===== src/rtl/alu_seq_if.sv =====
// Handshake and data bundle between the datapath controller and alu_seq.
// The controller drives the master side and the ALU implements the slave side.
interface alu_seq_if #(
    parameter int WIDTH = 8
);
    logic             start;
    logic [3:0]       op;
    logic [WIDTH-1:0] a;
    logic [WIDTH-1:0] b;
    logic             busy;
    logic             done;
    logic [WIDTH-1:0] r;
    logic [WIDTH-1:0] r_hi;
    logic             zero;
    logic             carry;
    logic             sign;
    logic             overflow;

    modport master (
        output start, op, a, b,
        input  busy, done, r, r_hi, zero, carry, sign, overflow
    );

    modport slave (
        input  start, op, a, b,
        output busy, done, r, r_hi, zero, carry, sign, overflow
    );
endinterface


===== src/rtl/alu_seq.sv =====
// Registered WIDTH-bit ALU with start/done handshake: single-cycle arithmetic and
// logic ops, signed-overflow flag, and a WIDTH-cycle shift-add unsigned multiply.
module alu_seq #(
    parameter int WIDTH = 8
) (
    input  logic      clk,
    input  logic      rst_n,
    alu_seq_if.slave  bus
);

    localparam int               CNT_W     = $clog2(WIDTH + 1);
    localparam logic [CNT_W-1:0] LAST_ITER = CNT_W'(WIDTH - 1);

    localparam logic [3:0] OP_SUB  = 4'd0;
    localparam logic [3:0] OP_ADD  = 4'd1;
    localparam logic [3:0] OP_NEGB = 4'd2;
    localparam logic [3:0] OP_NEGA = 4'd3;
    localparam logic [3:0] OP_AND  = 4'd4;
    localparam logic [3:0] OP_OR   = 4'd5;
    localparam logic [3:0] OP_XOR  = 4'd6;
    localparam logic [3:0] OP_NOTA = 4'd7;
    localparam logic [3:0] OP_MUL  = 4'd8;

    typedef enum logic [0:0] {
        ST_IDLE = 1'b0,
        ST_MUL  = 1'b1
    } state_e;

    state_e                 state_q, state_d;
    logic                   busy_q, busy_d;
    logic                   done_q, done_d;
    logic [WIDTH-1:0]       r_q, r_d;
    logic [WIDTH-1:0]       r_hi_q, r_hi_d;
    logic                   zero_q, zero_d;
    logic                   carry_q, carry_d;
    logic                   sign_q, sign_d;
    logic                   ovf_q, ovf_d;
    logic [WIDTH-1:0]       mcand_q, mcand_d;
    logic [WIDTH-1:0]       mplier_q, mplier_d;
    logic [2*WIDTH-1:0]     acc_q, acc_d;
    logic [CNT_W-1:0]       cnt_q, cnt_d;

    logic [WIDTH-1:0]       add_x_s;
    logic [WIDTH-1:0]       add_y_s;
    logic                   add_cin_s;
    logic [WIDTH:0]         sum_s;
    logic [WIDTH-1:0]       alu_r_s;
    logic                   alu_zero_s;
    logic                   alu_carry_s;
    logic                   alu_sign_s;
    logic                   alu_ovf_s;
    logic [WIDTH:0]         step_sum_s;
    logic [2*WIDTH-1:0]     acc_step_s;

    // Adder operand selection: SUB and NEG are built as x + ~y + 1.
    always_comb begin
        add_x_s   = bus.a;
        add_y_s   = bus.b;
        add_cin_s = 1'b0;
        case (bus.op)
            OP_SUB: begin
                add_y_s   = ~bus.b;
                add_cin_s = 1'b1;
            end
            OP_NEGB: begin
                add_x_s   = {WIDTH{1'b0}};
                add_y_s   = ~bus.b;
                add_cin_s = 1'b1;
            end
            OP_NEGA: begin
                add_x_s   = {WIDTH{1'b0}};
                add_y_s   = ~bus.a;
                add_cin_s = 1'b1;
            end
            default: begin
                add_cin_s = 1'b0;
            end
        endcase
        sum_s = {1'b0, add_x_s} + {1'b0, add_y_s} + {{WIDTH{1'b0}}, add_cin_s};
    end

    // Single-cycle result and flags; reserved codes fall to R=0, zero=1.
    always_comb begin
        alu_r_s     = {WIDTH{1'b0}};
        alu_carry_s = 1'b0;
        alu_ovf_s   = 1'b0;
        case (bus.op)
            OP_SUB, OP_ADD, OP_NEGB, OP_NEGA: begin
                alu_r_s     = sum_s[WIDTH-1:0];
                alu_carry_s = sum_s[WIDTH];
                alu_ovf_s   = (add_x_s[WIDTH-1] == add_y_s[WIDTH-1]) &&
                              (sum_s[WIDTH-1] != add_x_s[WIDTH-1]);
            end
            OP_AND:  alu_r_s = bus.a & bus.b;
            OP_OR:   alu_r_s = bus.a | bus.b;
            OP_XOR:  alu_r_s = bus.a ^ bus.b;
            OP_NOTA: alu_r_s = ~bus.a;
            default: alu_r_s = {WIDTH{1'b0}};
        endcase
        alu_zero_s = (alu_r_s == {WIDTH{1'b0}});
        alu_sign_s = alu_r_s[WIDTH-1];
    end

    // One shift-add step: conditional add into the high half, then shift right with carry.
    always_comb begin
        if (mplier_q[0]) begin
            step_sum_s = {1'b0, acc_q[2*WIDTH-1:WIDTH]} + {1'b0, mcand_q};
        end else begin
            step_sum_s = {1'b0, acc_q[2*WIDTH-1:WIDTH]};
        end
        acc_step_s = {step_sum_s, acc_q[WIDTH-1:1]};
    end

    // Controller next state; outputs hold unless an operation completes.
    always_comb begin
        state_d  = state_q;
        busy_d   = busy_q;
        done_d   = 1'b0;
        r_d      = r_q;
        r_hi_d   = r_hi_q;
        zero_d   = zero_q;
        carry_d  = carry_q;
        sign_d   = sign_q;
        ovf_d    = ovf_q;
        mcand_d  = mcand_q;
        mplier_d = mplier_q;
        acc_d    = acc_q;
        cnt_d    = cnt_q;
        case (state_q)
            ST_IDLE: begin
                if (bus.start && (bus.op == OP_MUL)) begin
                    mcand_d  = bus.a;
                    mplier_d = bus.b;
                    acc_d    = {(2*WIDTH){1'b0}};
                    cnt_d    = {CNT_W{1'b0}};
                    busy_d   = 1'b1;
                    state_d  = ST_MUL;
                end else if (bus.start) begin
                    r_d     = alu_r_s;
                    r_hi_d  = {WIDTH{1'b0}};
                    zero_d  = alu_zero_s;
                    carry_d = alu_carry_s;
                    sign_d  = alu_sign_s;
                    ovf_d   = alu_ovf_s;
                    done_d  = 1'b1;
                end else begin
                    done_d = 1'b0;
                end
            end
            ST_MUL: begin
                acc_d    = acc_step_s;
                mplier_d = {1'b0, mplier_q[WIDTH-1:1]};
                cnt_d    = cnt_q + CNT_W'(1);
                if (cnt_q == LAST_ITER) begin
                    r_d     = acc_step_s[WIDTH-1:0];
                    r_hi_d  = acc_step_s[2*WIDTH-1:WIDTH];
                    zero_d  = (acc_step_s == {(2*WIDTH){1'b0}});
                    carry_d = (acc_step_s[2*WIDTH-1:WIDTH] != {WIDTH{1'b0}});
                    sign_d  = acc_step_s[2*WIDTH-1];
                    ovf_d   = 1'b0;
                    done_d  = 1'b1;
                    busy_d  = 1'b0;
                    state_d = ST_IDLE;
                end else begin
                    busy_d = 1'b1;
                end
            end
            default: begin
                state_d = ST_IDLE;
                busy_d  = 1'b0;
            end
        endcase
    end

    // State and output registers; reset aborts any multiply in flight.
    always_ff @(posedge clk or negedge rst_n) begin
        if (!rst_n) begin
            state_q  <= ST_IDLE;
            busy_q   <= 1'b0;
            done_q   <= 1'b0;
            r_q      <= {WIDTH{1'b0}};
            r_hi_q   <= {WIDTH{1'b0}};
            zero_q   <= 1'b0;
            carry_q  <= 1'b0;
            sign_q   <= 1'b0;
            ovf_q    <= 1'b0;
            mcand_q  <= {WIDTH{1'b0}};
            mplier_q <= {WIDTH{1'b0}};
            acc_q    <= {(2*WIDTH){1'b0}};
            cnt_q    <= {CNT_W{1'b0}};
        end else begin
            state_q  <= state_d;
            busy_q   <= busy_d;
            done_q   <= done_d;
            r_q      <= r_d;
            r_hi_q   <= r_hi_d;
            zero_q   <= zero_d;
            carry_q  <= carry_d;
            sign_q   <= sign_d;
            ovf_q    <= ovf_d;
            mcand_q  <= mcand_d;
            mplier_q <= mplier_d;
            acc_q    <= acc_d;
            cnt_q    <= cnt_d;
        end
    end

    assign bus.busy     = busy_q;
    assign bus.done     = done_q;
    assign bus.r        = r_q;
    assign bus.r_hi     = r_hi_q;
    assign bus.zero     = zero_q;
    assign bus.carry    = carry_q;
    assign bus.sign     = sign_q;
    assign bus.overflow = ovf_q;

endmodule


===== src/flat_wrapper.sv =====
// flat-port wrapper written by rule: the top's interface ports become plain ports
module alu_seq_flat 
#(
    parameter int WIDTH = 8
)
  (clk, rst_n, bus_start, bus_op, bus_a, bus_b, bus_busy, bus_done, bus_r, bus_r_hi, bus_zero, bus_carry, bus_sign, bus_overflow);
  alu_seq_if #(.WIDTH(WIDTH)) bus_i ();
  input  logic clk;
  input  logic rst_n;
  input wire logic [$bits(bus_i.start)-1:0] bus_start;
  input wire logic [$bits(bus_i.op)-1:0] bus_op;
  input wire logic [$bits(bus_i.a)-1:0] bus_a;
  input wire logic [$bits(bus_i.b)-1:0] bus_b;
  output wire logic [$bits(bus_i.busy)-1:0] bus_busy;
  output wire logic [$bits(bus_i.done)-1:0] bus_done;
  output wire logic [$bits(bus_i.r)-1:0] bus_r;
  output wire logic [$bits(bus_i.r_hi)-1:0] bus_r_hi;
  output wire logic [$bits(bus_i.zero)-1:0] bus_zero;
  output wire logic [$bits(bus_i.carry)-1:0] bus_carry;
  output wire logic [$bits(bus_i.sign)-1:0] bus_sign;
  output wire logic [$bits(bus_i.overflow)-1:0] bus_overflow;
  assign bus_i.start = bus_start;
  assign bus_i.op = bus_op;
  assign bus_i.a = bus_a;
  assign bus_i.b = bus_b;
  assign bus_busy = bus_i.busy;
  assign bus_done = bus_i.done;
  assign bus_r = bus_i.r;
  assign bus_r_hi = bus_i.r_hi;
  assign bus_zero = bus_i.zero;
  assign bus_carry = bus_i.carry;
  assign bus_sign = bus_i.sign;
  assign bus_overflow = bus_i.overflow;
  alu_seq #(.WIDTH(WIDTH)) u_core (.clk(clk), .rst_n(rst_n), .bus(bus_i));
endmodule

===== config.mk =====
export PLATFORM = sky130hd
export DESIGN_NAME = alu_seq_flat
export DESIGN_NICKNAME = d
export VERILOG_FILES = /design/src/rtl/alu_seq_if.sv /design/src/rtl/alu_seq.sv /design/src/flat_wrapper.sv
export SDC_FILE = /design/constraint.sdc
export NUM_CORES = 1
export LEC_CHECK = 0
export ABC_CLOCK_PERIOD_IN_PS = 3700
export BUFFER_PORTS_ARGS = -buffer_cell sky130_fd_sc_hd__buf_4
export CORE_MARGIN = 2
export CORE_UTILIZATION = 60
export CTS_BUF_LIST = sky130_fd_sc_hd__clkbuf_8
export DETAILED_ROUTE_END_ITERATION = 12
export PLACE_DENSITY = 0.82
export SLEW_MARGIN = 20
export SYNTH_ARGS = -nofsm -noshare
export SYNTH_HDL_FRONTEND = slang
export SYNTH_SLANG_ARGS = --single-unit

===== constraint.sdc =====
create_clock -name clk -period 3.7 [get_ports clk]
set_input_delay 0.185 -clock clk [delete_from_list [all_inputs] [get_ports clk]]
set_output_delay 0.185 -clock clk [all_outputs]
set_load 0.1 [all_outputs]

==> metrics.yaml, run 1 <==
status: "completed"
clock-sinks: 58
final_antenna_net_count: 0
yosys_warnings: 0
regArea_sq_mm: 0.001453
power-per-cell-area_mw_per_mm2: 702.6
cp_top_family: "compound AO/OA/AOI/OAI gates"
final-setup-viol-count: 0
regToRegEndpoint: "u_core.bus.zero"
swShare_pct: 46.68
cts_root_buffer: "clkbuf_8"
vias_per_cell: 6.148
cts_hold_buf: 1
pwr-share-clk_pct: 20.5
hold_path.class: "in2reg"
skew_ps: 6.463
synth_top_area_share_pct: 35.75
grt_pass1_vias: 3471
max_freq_ghz: 0.3218
synth-xor-area-share_pct: 1.941
die_w_um: 86.26
port-buffer-count: 44
path_clk_slew_ps: 60
drv_cap: 0
cp_data_required_time_ps: 3950
diodes: 0
synthMuxAreaShare_pct: 6.995
yosysSeqAreaShare_pct: 35.75
relSlewSlack_pct: 28.17
synth_edf_count: 0
cts_buffers: 9
start_util_pct: 62.86
ir_drop_v: 0.0004700
grt_max_degree: 59
fillers: 515
post-cts-setup-buffers: 0
drt_iter0_drc: 292
p_leak_uw: 0.002186
netlist_area_sq_mm: 0.004060
cts-resized-gates: 0
switchingPower_uw: 1530
synthSimpleGateAreaFrac_pct: 15.35
dr_wl_met2_mm: 4.952
synth-compound-area-share_pct: 23.11
crit_fanout: 13
die_area_sq_mm: 0.007441
period_share_pct: 83.99
critPathCapture: "u_core.bus.sign"
num_rows: 29
wl_met1_mm: 4.606
vias: 3615
drive_gt1_share_pct: 17.22
grt_pass1_wl_mm: 16.81
combPwrFrac_pct: 47.9
dr.max_layer_used: "met4"
gp_congestion: 0.9049
core_region_area_sq_mm: 0.006459
cp.arrival_ps: 3360
p_int_uw: 1747
worstSetupEndpointType: "register"
avgRoutedWirePerCell_um: 17.43
synth_ff_type: "dfrtp_1"
cp.depth: 13
synth_cell_types: 55
antenna_found_initial: 0
cp_num_buf_inv: 3
slew_violations: 0
tightest_slew_ps: 1077
netlist_instances: 471
synth_fa_ha_area_share_pct: 11.34
ios: 45
syn_avg_cell_area_sq_um: 8.620
rsz0062_at_grt: "false"
final_core_util_pct: 72.22
multiInputGateArea_sq_mm: 0.002385
max_stage_delay_ps: 570
holdCritStartpoint: "bus_b[7]"
synth_area_leaders: "dfrtp_1, ha_1, o21ai_0"
cts_tree: "done"
p_seq_share_pct: 31.6
drt_wl_total_mm: 10.25
syn_nets: 529
drc: 0
worstSetupStartpointType: "input port"
cts_buffer_depth: 2
grt_overflow: 0
fp.dieH_um: 86.26
fin_tns_setup_ps: 0
clkLatencyLatePin_ps: 340
critPathKind: "in2reg"
r2r_slack_ps: 810
ys_ff_latch: 58
crit_chain: "buf_4 > clkinv_1 > buf_4 > o21ai_0 > a21oi_1 > a31oi_1 > ha_1 > nand3_1 > o211ai_1 > o41ai_1 > o211ai_1 > or2_2 > a31oi_1"
synth_top_area_cell: "dfrtp_1"
dr.pass1.iters: 5
dp_hpwl_mm: 7.417
finalHoldViolCount: 0
synth_top_family_by_area: "compound AO/OA/AOI/OAI gates"
grt_usage_pct: 28.68
nets: 564
cts.htree.levels: 3
area_delta_synth_final_pct: 14.88
fin_crit_ps: 3108
reg2reg_depth: 9
slowest_stage: "o41ai_1"
startpoint: "bus_op[1]"
r2r_start: "u_core.acc_q[8]"
wl_met3_um: 523
synthArstFlopShare_pct: 100.0
## area by class of cell
| class | instances | share of cell area [%] |
|---|---|---|
| multi-input combinational | 354 | 51.13 |
| sequential | 58 | 31.14 |
| timing repair buffer | 50 | 8.101 |
| clock buffer | 11 | 3.246 |
| inverter | 33 | 2.656 |
| tap | 77 | 2.065 |
| clock inverter | 5 | 1.663 |
## through the flow
| stage | hold slack [ps] | instance area, sq um | cells | worst slack (ps) | power, uW |
|---|---|---|---|---|---|
| floorplan | -110.6 | 4060 | 471 | 620.2 | 2210 |
| global placement | 282.0 | 4425 | 571 | 519.8 | 2538 |
| CTS | 187.1 | 4664 | 588 | 655.0 | 3271 |
| global route | 206.2 | 4664 | 588 | 297.5 | 3465 |
| finish | 195.3 | 4664 | 588 | 592.3 | 3277 |
| detailed placement | 287.6 | 4425 | 571 | 311.2 | 2590 |
## metal layers
layer,vias up,GRT usage [%]
li1,1746,-
met1,1725,39.67
met2,127,47.29
met3,17,4.095
met4,0,8.239
met5,-,0
## worst reg2reg max path, stage by stage, from the launching register on
cell and delay, ps:
dfrtp_1 400, ha_1 260, fa_1 500, a211oi_1 240, o21bai_1 120, a21oi_2 180, xnor2_1 90, mux2_2 330
or4_4 530, o211ai_2 160
## how the worst min path moves through the flow
stage               slack, ps  depth (start not counted)            endpoint
finish                    200                          3  u_core.mplier_q[7]
global route              210                          3  u_core.mplier_q[7]
CTS                       190                          3  u_core.mplier_q[7]
detailed placement        290                          1     u_core.bus.busy
global placement          280                          1     u_core.bus.busy
floorplan                -110                          0    u_core.acc_q[10]
## Yosys cell counts (all sizes together), types with 4 or more instances
| master | number |
|---|---|
| o21ai | 66 |
| nor3 | 4 |
| inv | 32 |
| nor2 | 29 |
| a211oi | 4 |
| nor4 | 5 |
| xnor2 | 8 |
| o211ai | 4 |
| nand2 | 66 |
| mux2i | 10 |
| a31oi | 9 |
| mux4 | 5 |
| a21oi | 41 |
| a22o | 10 |
| mux2 | 6 |
| nand3b | 4 |
| buf | 4 |
| ha | 32 |
| nand2b | 6 |
| clkbuf | 22 |
| nand3 | 7 |
| dfrtp | 58 |
## flip-flops by register name (all words and copies together), names as in the netlist
signal,cells
u_core.acc_q,15
u_core.bus.busy,1
u_core.bus.carry,1
u_core.bus.done,1
u_core.bus.overflow,1
u_core.bus.r,8
u_core.bus.r_hi,8
u_core.bus.sign,1
u_core.bus.zero,1
u_core.cnt_q,4
u_core.mcand_q,8
u_core.mplier_q,8
u_core.state_q,1
## power groups by stage
stage | Combinational (uW) | Clock [uW] | Sequential (uW)
final | 1570 | 670 | 1040
after global routing | 1700 | 702 | 1070
after CTS | 1560 | 675 | 1030
after detailed placement | 1550 | 0 | 1040
after global placement | 1510 | 0 | 1030
after floorplan | 809 | 0 | 1400
## layout by cell type, fill, tap and decap left out, types with 2 or more instances in the layout
| cell | instances |
|---|---|
| or3_1 | 2 |
| xnor2_1 | 8 |
| a2111oi_0 | 2 |
| or2_2 | 3 |
| o21ai_1 | 2 |
| nand3_1 | 7 |
| a31oi_1 | 8 |
| clkbuf_8 | 11 |
| nand2b_1 | 6 |
| nor2_1 | 29 |
| mux4_2 | 5 |
| inv_1 | 33 |
| a32oi_1 | 2 |
| a21o_1 | 2 |
| nand2_1 | 66 |
| bufinv_16 | 2 |
| a211oi_1 | 3 |
| mux2_2 | 5 |
| buf_4 | 49 |
| a22o_1 | 10 |
| mux2i_1 | 10 |
| o21a_1 | 2 |
| o21ai_0 | 64 |
| o211ai_1 | 3 |
| nor3_1 | 4 |
| o21bai_1 | 3 |
| o2111ai_1 | 2 |
| dfrtp_1 | 57 |
| ha_1 | 32 |
| fa_1 | 3 |
| o22ai_1 | 2 |
| nor4_1 | 5 |
| nand3b_1 | 4 |
| a21oi_1 | 40 |
## cells by family (layout without fill, tap and decap cells)
kind of cell / after synthesis / after routing
and+or+nand+nor: 133 / 133
xor gates and xnor gates: 9 / 9
DFF: 58 / 58
muxes: 21 / 21
buffers and inverters: 59 / 99
adders and majority gates: 35 / 35
AOI/OAI and AO/OA: 156 / 156
Power figures use the tool's default switching activity.
==> run 2: changes to the inputs <==
ABC_CLOCK_PERIOD_IN_PS = 3090   (was 3700)
clock period = 3.09 ns   (was 3.7 ns; I/O delays follow)
==> metrics.yaml, run 2 (synthesis gave the netlist of run 1 again) <==
dp_hpwl_mm: 7.366  # -0.69%
cp.arrival_ps: 3150  # -210 ps
grt_overflow: 0  # unchanged
grt_max_degree: 59  # unchanged
cts_root_buffer: "clkbuf_8"
power-per-cell-area_mw_per_mm2: 806.4  # +15%
period_share_pct: 93.29
start_util_pct: 62.86  # unchanged
critPathKind: "reg2reg"
drt_iter0_drc: 220  # -25%
vias: 3538  # -2.1%
fillers: 493  # -4.3%
grt_usage_pct: 28.37  # -0.32 points
grt_pass1_wl_mm: 16.57  # -1.4%
drv_cap: 0  # unchanged
regMostFlops: "u_core.acc_q"
avgRoutedWirePerCell_um: 16.67  # -4.3%
hold_path.class: "in2reg"
mostFrequentLayoutCells: "nand2_1, o21ai_0, dfrtp_1"
cts_buffer_depth: 2  # unchanged
port-buffer-count: 44  # unchanged
fp.dieH_um: 86.26  # unchanged
grt_pass1_vias: 3438  # -0.95%
ir_drop_v: 0.0004539  # -3.4%
final_common_cell: "nand2_1"
post-cts-setup-buffers: 0  # unchanged
cts-resized-gates: 0  # unchanged
die_w_um: 86.26  # unchanged
status: "completed"
cts_tree: "done"
clock-sinks: 58  # unchanged
slew_violations: 0  # unchanged
cts.htree.levels: 3  # unchanged
skew_ps: 10.60  # +4.141 ps
max_stage_delay_ps: 530  # -40 ps
cp_data_required_time_ps: 3350  # -600 ps
fin_tns_setup_ps: 0  # unchanged
crit_fanout: 4  # -9
fin_crit_ps: 2883
tightest_slew_ps: 1149  # +71.64 ps
final-setup-viol-count: 0  # unchanged
finalHoldViolCount: 0  # unchanged
final_antenna_net_count: 0  # unchanged
crit_chain: "ha_1 > fa_1 > a211oi_1 > o21bai_1 > a21oi_2 > xnor2_1 > mux2_2 > or4_4 > o211ai_2"
total_power_uw: 3775  # +15%
p_leak_uw: 0.002191  # +0.22%
gp_congestion: 0.9962  # +10%
largest_reg_flops: 15  # unchanged
ios: 45  # unchanged
rsz0062_at_grt: "false"
die_area_sq_mm: 0.007441  # unchanged
core_region_area_sq_mm: 0.006459  # unchanged
area_delta_synth_final_pct: 15.29
antenna_found_initial: 0  # unchanged
worstSetupEndpointType: "register"
max_freq_ghz: 0.3469
diodes: 0  # unchanged
dr.pass1.iters: 5  # unchanged
vias_per_cell: 5.946  # -3.3%
slowest_stage: "or4_4"
clkLatencyLatePin_ps: 340  # about the same
drt_wl_total_mm: 9.918  # -3.2%
relSlewSlack_pct: 23.39  # -4.8 points
nets: 571  # +1.2%
cts_hold_buf: 1  # unchanged
drc: 0  # unchanged
cts_buffers: 9  # unchanged
num_rows: 29  # unchanged
drive_gt1_share_pct: 18.53  # +1.3 points
path_clk_slew_ps: 70  # about the same
worstSetupStartpointType: "register"
run 2: cell types whose count changed in the layout (fill, tap and decap cells not counted), sizes merged:
cell      delta
buf          +7
bufinv       -2
clkbuf       -1
clkinv       +2
clkinvlp     +2
inv          -1
run 2: final timing paths:
check | depth (start not counted) | slack [ps] | endpoint | start
worst max-delay path | 9 | 210 | u_core.bus.zero | u_core.acc_q[8]
worst min-delay path | 3 | 140 | u_core.mplier_q[7] | bus_b[7]
worst max register to register | 9 | 210 | u_core.bus.zero | u_core.acc_q[8]
worst min register to register | 2 | 480 | u_core.bus.r[3] | u_core.bus.r[3]
max in group asynchronous | 2 | 2190 | u_core.bus.done | rst_n
min in group asynchronous | 2 | 400 | u_core.bus.busy | rst_n
run 2: layout make-up:
cell class                      instances  area [sq um]  share of cell area, %
Multi-Input combinational cell        354          2385                  50.95
Clock buffer                           10         137.6                  2.940
Timing Repair Buffer                   57         442.9                  9.463
Sequential cell                        58          1453                  31.03
Tap cell                               77         96.34                  2.058
Inverter                               33         123.9                  2.646
Clock inverter                          6         42.54                 0.9088
run 2: metal layers:
metal  wire [um]  up-vias  GRT usage, %
li1            -     1753             -
met1        4699     1667         39.25
met2        4651      106         45.53
met3         416       12         5.048
met4         150        0         9.233
met5           0        -             0
run 2: metrics by stage:
| stage | std cells | hold slack, ps | instance area (sq um) | utilization [%] | setup slack (ps) |
|---|---|---|---|---|---|
| 3_5_place_dp | 578 | 251.6 | 4491 | 69.53 | 226.9 |
| 6_report | 595 | 136.7 | 4681 | 72.47 | 207.4 |
| 5_1_grt | 595 | 121.8 | 4681 | 72.47 | 109.0 |
| 4_1_cts | 595 | 121.2 | 4681 | 72.47 | 235.3 |
| 3_3_place_gp | 578 | 248.4 | 4491 | 69.53 | 261.6 |
| 2_1_floorplan | 471 | -141.1 | 4060 | - | 40.73 |
run 2: where the power goes:
| group | total (uW) | internal, uW | leakage, uW | switching (uW) |
|---|---|---|---|---|
| clock | 630 | 312 | 0.0000882 | 318 |
| sequential | 1220 | 998 | 0.000765 | 218 |
| combinational | 1930 | 621 | 0.00134 | 1310 |
| total | 3770 | 1930 | 0.00219 | 1840 |
run 2: critical path: cells and delay by family (launching register included):
kind                       cells  cell delay (ps)
AOI/OAI and AO/OA              4              720
xor gates and xnor gates       1               80
adders and majority gates      2              760
DFF                            1              400
muxes                          1              320
and+or+nand+nor                1              530
